File: src/rtl/ecc_scrub_pkg.sv
// Shared widths, FSM state encoding and Hamming(12,8) check constants for the
// memory scrubber.
package ecc_scrub_pkg;

  localparam int DEF_CODE_WIDTH = 12;
  localparam int DEF_DATA_WIDTH = 8;
  localparam int SYN_WIDTH      = DEF_CODE_WIDTH - DEF_DATA_WIDTH;

  // Hamming positions (1-based) holding the parity bits; bit index = position - 1.
  localparam int PARITY_POS_0 = 1;
  localparam int PARITY_POS_1 = 2;
  localparam int PARITY_POS_2 = 4;
  localparam int PARITY_POS_3 = 8;

  // Codeword bits covered by each syndrome bit: mask k selects positions with bit k set.
  localparam logic [DEF_CODE_WIDTH-1:0] CHECK_MASK [SYN_WIDTH] = '{
    12'h555,
    12'h666,
    12'h878,
    12'hF80
  };

  typedef enum logic [2:0] {
    ST_IDLE,
    ST_READ,
    ST_WAIT,
    ST_CHECK,
    ST_WRITE,
    ST_DONE
  } scrub_state_t;

  typedef enum logic [1:0] {
    SYN_CLEAN,
    SYN_SINGLE,
    SYN_INVALID
  } syn_class_t;

endpackage

File: src/rtl/ecc_syndrome_calc.sv
// Combinational Hamming(12,8) checker: syndrome, single-bit corrected codeword
// and error class for one stored codeword.
module ecc_syndrome_calc
  import ecc_scrub_pkg::*;
(
  input  logic [DEF_CODE_WIDTH-1:0] codeword,
  output logic [SYN_WIDTH-1:0]      syndrome,
  output logic [DEF_CODE_WIDTH-1:0] corrected,
  output syn_class_t                syn_class
);

  always_comb begin
    syndrome = '0;
    for (int k = 0; k < SYN_WIDTH; k++) begin
      syndrome[k] = ^(codeword & CHECK_MASK[k]);
    end
  end

  // A non-zero syndrome names the flipped position; past the last position it is invalid.
  always_comb begin
    syn_class = SYN_CLEAN;
    corrected = codeword;
    if (syndrome == '0) begin
      syn_class = SYN_CLEAN;
    end else if (syndrome <= SYN_WIDTH'(DEF_CODE_WIDTH)) begin
      syn_class = SYN_SINGLE;
      corrected = codeword ^ (DEF_CODE_WIDTH'(1) << (syndrome - SYN_WIDTH'(1)));
    end else begin
      syn_class = SYN_INVALID;
    end
  end

endmodule

File: src/rtl/ecc_memory_scrubber.sv
// Background scrubber: walks every address through the shared memory port, checks
// each Hamming(12,8) word and writes back single-bit corrections.
//
// state    | meaning
// ST_IDLE  | waiting for i_start
// ST_READ  | requesting a read of addr, holds until granted
// ST_WAIT  | read in flight, counting remaining latency
// ST_CHECK | i_dout valid, classify and maybe queue a correction
// ST_WRITE | requesting write-back of o_din, holds until granted
// ST_DONE  | one-cycle completion pulse
module ecc_memory_scrubber
  import ecc_scrub_pkg::*;
#(
  parameter int CODE_WIDTH   = DEF_CODE_WIDTH,
  parameter int DATA_WIDTH   = DEF_DATA_WIDTH,
  parameter int ADDR_WIDTH   = 10,
  parameter int DEPTH        = 2**ADDR_WIDTH,
  parameter int READ_LATENCY = 2,
  parameter int CNT_WIDTH    = 16
)(
  input  logic                  i_clk,
  input  logic                  i_rst,
  input  logic                  i_start,
  input  logic                  i_grant,
  input  logic [CODE_WIDTH-1:0] i_dout,
  output logic                  o_en,
  output logic                  o_we,
  output logic [ADDR_WIDTH-1:0] o_addr,
  output logic [CODE_WIDTH-1:0] o_din,
  output logic                  o_busy,
  output logic                  o_done,
  output logic [CNT_WIDTH-1:0]  o_corr_count,
  output logic [CNT_WIDTH-1:0]  o_uncorr_count,
  output logic [ADDR_WIDTH-1:0] o_last_err_addr
);

  localparam int SW     = CODE_WIDTH - DATA_WIDTH;
  localparam int WAIT_W = (READ_LATENCY > 2) ? $clog2(READ_LATENCY - 1) : 1;
  // WAIT lasts READ_LATENCY-1 cycles: load N-2 and leave on terminal count zero.
  localparam logic [WAIT_W-1:0]     WAIT_LOAD = (READ_LATENCY > 2) ? WAIT_W'(READ_LATENCY - 2) : '0;
  localparam logic [ADDR_WIDTH-1:0] LAST_ADDR = ADDR_WIDTH'(DEPTH - 1);

  scrub_state_t          state;
  scrub_state_t          step_state;
  logic [ADDR_WIDTH-1:0] addr;
  logic [ADDR_WIDTH-1:0] step_addr;
  logic [WAIT_W-1:0]     wait_cnt;
  logic [SW-1:0]         syndrome;
  logic [CODE_WIDTH-1:0] corrected;
  syn_class_t            syn_class;

  ecc_syndrome_calc u_syndrome (
    .codeword  (i_dout),
    .syndrome  (syndrome),
    .corrected (corrected),
    .syn_class (syn_class)
  );

  assign step_state = (addr == LAST_ADDR) ? ST_DONE : ST_READ;
  assign step_addr  = (addr == LAST_ADDR) ? addr : addr + ADDR_WIDTH'(1);

  always_ff @(posedge i_clk) begin
    if (i_rst) begin
      state           <= ST_IDLE;
      addr            <= '0;
      wait_cnt        <= '0;
      o_din           <= '0;
      o_corr_count    <= '0;
      o_uncorr_count  <= '0;
      o_last_err_addr <= '0;
    end else begin
      unique case (state)
        ST_IDLE: begin
          if (i_start) begin
            addr           <= '0;
            o_corr_count   <= '0;
            o_uncorr_count <= '0;
            state          <= ST_READ;
          end
        end
        ST_READ: begin
          if (i_grant) begin
            if (READ_LATENCY == 1) begin
              state <= ST_CHECK;
            end else begin
              wait_cnt <= WAIT_LOAD;
              state    <= ST_WAIT;
            end
          end
        end
        ST_WAIT: begin
          if (wait_cnt == '0) begin
            state <= ST_CHECK;
          end else begin
            wait_cnt <= wait_cnt - WAIT_W'(1);
          end
        end
        ST_CHECK: begin
          if (syndrome == '0) begin
            addr  <= step_addr;
            state <= step_state;
          end else if (syn_class == SYN_SINGLE) begin
            o_din           <= corrected;
            o_last_err_addr <= addr;
            if (o_corr_count != '1) begin
              o_corr_count <= o_corr_count + CNT_WIDTH'(1);
            end
            state <= ST_WRITE;
          end else begin
            o_last_err_addr <= addr;
            if (o_uncorr_count != '1) begin
              o_uncorr_count <= o_uncorr_count + CNT_WIDTH'(1);
            end
            addr  <= step_addr;
            state <= step_state;
          end
        end
        ST_WRITE: begin
          if (i_grant) begin
            addr  <= step_addr;
            state <= step_state;
          end
        end
        ST_DONE: begin
          state <= ST_IDLE;
        end
        default: begin
          state <= ST_IDLE;
        end
      endcase
    end
  end

  // The port enable is only raised once the arbiter has granted this cycle.
  assign o_en   = ((state == ST_READ) || (state == ST_WRITE)) && i_grant;
  assign o_we   = (state == ST_WRITE);
  assign o_addr = addr;
  assign o_busy = (state != ST_IDLE);
  assign o_done = (state == ST_DONE);

endmodule
File: config.mk
export PLATFORM = sky130hd
export DESIGN_NAME = ecc_memory_scrubber
export DESIGN_NICKNAME = d
export VERILOG_FILES = /design/src/rtl/ecc_scrub_pkg.sv /design/src/rtl/ecc_syndrome_calc.sv /design/src/rtl/ecc_memory_scrubber.sv
export SDC_FILE = /design/constraint.sdc
export NUM_CORES = 1
export LEC_CHECK = 0
export CAP_MARGIN = 20
export CORE_MARGIN = 2
export CORE_UTILIZATION = 50
export CTS_CLUSTER_SIZE = 8
export DETAILED_ROUTE_END_ITERATION = 10
export MAX_ROUTING_LAYER = met4
export PLACE_DENSITY_LB_ADDON = 0.08
export SKIP_CTS_REPAIR_TIMING = 1
export SYNTH_ARGS = -nofsm -noshare
export SYNTH_HDL_FRONTEND = slang
export SYNTH_HIERARCHICAL = 1
export SYNTH_SLANG_ARGS = --single-unit
File: constraint.sdc
create_clock -name i_clk -period 8 [get_ports i_clk]
set_input_delay 1.2 -clock i_clk [delete_from_list [all_inputs] [get_ports i_clk]]
set_output_delay 1.2 -clock i_clk [all_outputs]
set_load 0.05 [all_outputs]
==> results of run 1 <==
## layer usage
layer  global-route usage [%]  wire length, um
met1                     31.1             4440
met2                     36.5             4370
met3                     3.84              446
met4                     8.96              137
met5                        -                0
## path summary, 6_finish.rpt
path | from | endpoint | cells past startpoint
worst max register to register | state[1] | o_corr_count[10] | 5
worst min-delay path | o_din[1] | o_din[1] | 2
worst max-delay path | i_dout[11] | o_corr_count[10] | 9
worst min register to register | o_din[1] | o_din[1] | 2
## logic make-up after synthesis
| logic type | Yosys count | share of synthesized area (%) |
|---|---|---|
| flip-flops | 67 | 35.6 |
| adder cells (fa/ha/maj) | 3 | 0.997 |
| XOR/XNOR | 39 | 11.4 |
| buffers and inverters | 31 | 3.99 |
| multiplexers | 5 | 1.36 |
| AND/OR/NAND/NOR | 186 | 26.9 |
| AO/OA/AOI/OAI | 105 | 19.7 |
## worst max-delay path, stage by stage
cell,delay (ns)
clkdlybuf4s50_1,0.53
xor3_1,0.44
xnor2_1,0.81
o32a_1,0.25
nand2b_1,0.18
nor3_2,0.91
nand3_1,0.28
nor3_1,0.29
nor2_1,0.07
## flip-flops by register name (all words and copies together) (netlist names)
name,flops
o_addr,10
o_corr_count,16
o_din,12
o_last_err_addr,10
o_uncorr_count,16
state,3
## stage by stage
| stage | cells | hold WS (ns) |
|---|---|---|
| 3_5_place_dp | 599 | 0.445 |
| 6_report | 615 | 0.454 |
| 4_1_cts | 615 | 0.456 |
| 3_3_place_gp | 599 | 0.443 |
| 5_1_grt | 615 | 0.472 |
| 2_1_floorplan | 436 | 0.571 |
## final cells by class
cell class	instances	area share (%)
Clock inverter	5	1.24
Clock buffer	11	3.13
Inverter	11	0.906
Tap cell	99	2.56
Timing Repair Buffer	84	17.3
Multi-Input combinational cell	338	47.1
Sequential cell	67	27.8
## power by group
part,total [W],internal [W],switching [W]
sequential,0.000344,0.000337,0.00000695
clock,0.000301,0.000162,0.000139
combinational,0.000167,0.0000598,0.000107
## cell usage in the layout, fill, tap and decap left out, types with 2 or more instances in the layout
cell type        Yosys  final
nand2_1             67     67
clkdlybuf4s50_1      0     83
a22o_1               2      2
or3_1                3      3
ha_1                 3      3
and4_1               4      4
o311ai_0             2      2
or4_1                2      2
nand3b_1             2      2
o41ai_1              3      3
and2_1               2      2
nor2_1              33     33
xnor2_1             20     20
nand2b_1             6      6
nor3_1               5      5
dfxtp_1             67     67
mux2i_1              4      4
nor4b_1              2      2
a21oi_1             33     33
inv_2                2      2
nor4_2               6      6
o21ai_0             18     18
clkbuf_8             0     11
nor2b_1              2      2
inv_1                8      8
a2111oi_4            2      2
o211ai_1             3      3
nand3_1             12     12
a211oi_1             6      6
nand4_1             17     17
o31ai_1             10     10
a21o_1               3      3
xor2_1              13     13
a31oi_1              5      5
nor4_1               5      5
a41o_1               2      2
o22ai_1              2      2
and3_1               5      5
==> results.toml, run 1 <==
[power_and_ir_drop]
p_total_w = 0.000813
ir_drop_uv = 166
leakage_nw = 1.63
power.density_nw_per_um2 = 168

[placed_design]
placed_cell_area_um2 = 4620
port_buffers = 83
gp_congestion = 0.896
pre_cts_ws_ns = 3.02
post-dp-hpwl_mm = 6.48

[clock_tree]
clock_sinks = 67
clock_latency_ns = 0.35
cts_buffers = 9
clock_path_buffers = 2
cts_tree = "built"
clk_pin_slew_ns = 0.08
clockRootBuffer = "clkbuf_8"
cts_htree_levels = 3

[sta]
fin_ws_ns = 3.30
setup_viol_count_final = 0
final_max_slew_viol_count = 0
max_freq_mhz = 213
slew_headroom_pct = 27.7
tns_ns = 0
clock_skew_ns = 0.0102
fin_crit_ns = 4.70
grt_setup_unrepaired = "no"
period_share_pct = 58.7
worstMarginPinSlew_ns = 1.08
hold_viol = 0

[yosys]
synth_area_leaders = "dfxtp_1, nand2_1, xnor2_1"
netlist_area_um2 = 3770
synthDominantCellAreaShare_pct = 35.6
yosysSeqAreaShare_pct = 35.6
synth_commonest_cells = "dfxtp_1, nand2_1, a21oi_1, nor2_1, xnor2_1"
synth_fp_nets = 455
synthArstFlopShare_pct = 0
synth_edf_count = 0
synthCells = 436
ys.flop_type = "dfxtp_1"
ys_seq_elements = 67
avgSynthCellArea_um2 = 8.64
yosys_warnings = 6
ys_types = 75
yosysTopAreaCell = "dfxtp_1"

[global_route]
overflow = 0
grt_max_degree = 37
grt_pass1_vias = 3279
antenna_found_initial = 0
grt_pass1_wl_mm = 15.7
grt_util_all_layers_pct = 23.6

[worst_setup_path]
start_kind = "input port"
end_kind = "flop"
cp.required_ns = 8.24
path_class = "in -> reg"
ff2ff_setup_slack_ns = 5.48
path_max_fanout = 18
critical_path_arrival_ns = 4.94

[detailed_routing]
ant_nets = 0
routed_wl_mm = 9.39
vias = 3546
vias_per_cell = 5.77
drt_iter0_drc = 100
dr.pass1.iters = 5
drcViolationCount = 0
wl_per_cell_um = 15.3

[cells_and_area]
final_layout_size_suffix_gt1_share_pct = 9.30
final_cell_area_um2 = 4830
fill_cells = 651
multiInputGateArea_um2 = 2270
syn_to_final_growth_pct = 28.3
diodes = 0
final_util_pct = 66.3
fin_nets = 530
regArea_um2 = 1340

[floorplan]
die_y_um = 90.8
rows = 31
die-area_um2 = 8240
initial_core_util_pct = 51.6
die-width_um = 90.8
core-area_um2 = 7290
io_pins = 84

[hold_path]
holdCritPathClass = "reg -> reg"

[status]
status = "completed"

[job]
drv_cap = 0
Note: power is estimated with default switching activity, not from simulation.
==> inputs of run 2 (changes only) <==
==> constraint.sdc (replaced) <==
create_clock -name i_clk -period 4.9 [get_ports i_clk]
set_input_delay 0.735 -clock i_clk [delete_from_list [all_inputs] [get_ports i_clk]]
set_output_delay 0.735 -clock i_clk [all_outputs]
set_load 0.05 [all_outputs]
==> run 2 against run 1 <==
Against the previous run: final cell count is 0.33% higher; clock skew is 0.0034 ns higher; sequential power rose by 64%.
==> results.toml, run 2 (synthesis gave the netlist of run 1 again) <==
[clock_tree]
clock_sinks = 67
cts_tree = "built"
clock_path_buffers = 2
clk_pin_slew_ns = 0.08
clockRootBuffer = "clkbuf_8"
cts_buffers = 9
cts_htree_levels = 3
clock_latency_ns = 0.35

[hold_path]
holdCritPathClass = "reg -> reg"

[power_and_ir_drop]
p_comb_share_pct = 21.1
leakage_nw = 1.63
cell_internal_pwr_w = 0.000902
power.density_nw_per_um2 = 272
seqPwrFrac_pct = 42.7
p_switching_w = 0.000415
p_sw_share_pct = 31.5
ir_drop_uv = 135
pwr-share-clk_pct = 36.2

[floorplan]
die-area_um2 = 8240
rows = 31
core-area_um2 = 7290
initial_core_util_pct = 51.6
die_y_um = 90.8
die-width_um = 90.8
io_pins = 84

[sta]
hold_viol = 0
clock_skew_ns = 0.0136
fin_crit_ns = 3.91
slew_headroom_pct = 40.3
fin_hold_ws_ns = 0.454
period_share_pct = 79.8
max_freq_mhz = 256
setup_viol_count_final = 0
worstMarginPinSlew_ns = 0.887
final_max_slew_viol_count = 0
grt_setup_unrepaired = "no"
tns_ns = 0

[status]
status = "completed"

[detailed_routing]
vias = 3550
ant_nets = 0
drcViolationCount = 0
routed_wl_mm = 9.48
vias_per_cell = 5.75
wl_per_cell_um = 15.4
drt_iter0_drc = 115
dr.pass1.iters = 4

[cells_and_area]
multiInputGateArea_um2 = 2270
fin_nets = 532
fill_cells = 645
final_layout_size_suffix_gt1_share_pct = 9.46
diodes = 0
regArea_um2 = 1340
final_cell_mix = "clkdlybuf4s50_1, nand2_1, dfxtp_1, nor2_1, a21oi_1"
top_regs = "o_corr_count (16), o_uncorr_count (16), o_din (12)"
layout_commonest_cell = "clkdlybuf4s50_1"
final_cell_area_um2 = 4840
syn_to_final_growth_pct = 28.5

[global_route]
grt_pass1_wl_mm = 15.7
grt_util_all_layers_pct = 23.5
grt_pass1_vias = 3267
overflow = 0
grt_max_degree = 23
antenna_found_initial = 0

[worst_setup_path]
cp.required_ns = 5.15
ff2ff_setup_slack_ns = 2.44
end_kind = "flop"
path_class = "in -> reg"
path_max_fanout = 12
start_kind = "input port"
critical_path_arrival_ns = 4.16

[placed_design]
port_buffers = 83
placed_cell_area_um2 = 4640
gp_congestion = 0.917
post-dp-hpwl_mm = 6.64

[job]
drv_cap = 0
[run 2: changes by cell type in the layout (fill, tap and decap cells not counted)]
cell and change:
clkbuf_1 +1, clkbuf_8 -1, inv_6 -1, buf_4 +2
clkinv_2 -1, clkinvlp_4 +1, clkinv_4 +1
[run 2: worst paths after layout]
check / startpoint / endpoint / depth (start not counted)
worst max register to register: o_uncorr_count[0] / o_uncorr_count[11] / 6
worst min-delay path: o_din[9] / o_din[9] / 2
worst min register to register: o_din[9] / o_din[9] / 2
worst max-delay path: i_dout[6] / o_uncorr_count[13] / 11
[run 2: through the flow]
| stage | instances | setup WS (ns) | power [W] | utilization [%] |
|---|---|---|---|---|
| final | 617 | 0.989 | 0.00132 | 66.4 |
| after detailed placement | 601 | 0.695 | 0.000850 | 63.6 |
| after global routing | 617 | 0.777 | 0.00137 | 66.4 |
| after global placement | 601 | 0.778 | 0.000843 | 63.6 |
| after floorplan | 436 | 1.70 | 0.000787 | - |
| after CTS | 617 | 1.04 | 0.00132 | 66.4 |
[run 2: power by group through the flow]
stage	clock (W)	combinational (W)	sequential [W]
6_report	0.000477	0.000277	0.000563
5_1_grt	0.000507	0.000298	0.000564
3_5_place_dp	0	0.000275	0.000575
3_3_place_gp	0	0.000268	0.000574
2_1_floorplan	0	0.000201	0.000586
4_1_cts	0.000482	0.000277	0.000563
[run 2: per-layer routing]
| layer | vias to the layer above | global-route usage (%) | part of all wire [%] |
|---|---|---|---|
| met3 | 9 | 3.42 | 4.1 |
| met1 | 1700 | 31.0 | 48 |
| met5 | - | - | 0 |
| met4 | 0 | 6.82 | 1.1 |
| met2 | 94 | 37.6 | 47 |
| li1 | 1747 | - | - |
[run 2: cell type report]
class / instances / share of cell area, %
Tap cell: 99 / 2.56
Timing Repair Buffer: 86 / 17.6
Clock buffer: 11 / 2.92
Sequential cell: 67 / 27.7
Inverter: 11 / 0.905
Multi-Input combinational cell: 338 / 47.0
Clock inverter: 5 / 1.29
[run 2: worst max-delay path: stages]
cell and delay [ns]:
clkdlybuf4s50_1 0.55, xor2_1 0.26, xnor3_2 0.57, inv_2 0.21
o21ai_1 0.12, o32a_1 0.20, nand2b_1 0.24, nor3b_1 0.34
and2_4 0.23, nand2b_1 0.29, o41ai_1 0.41
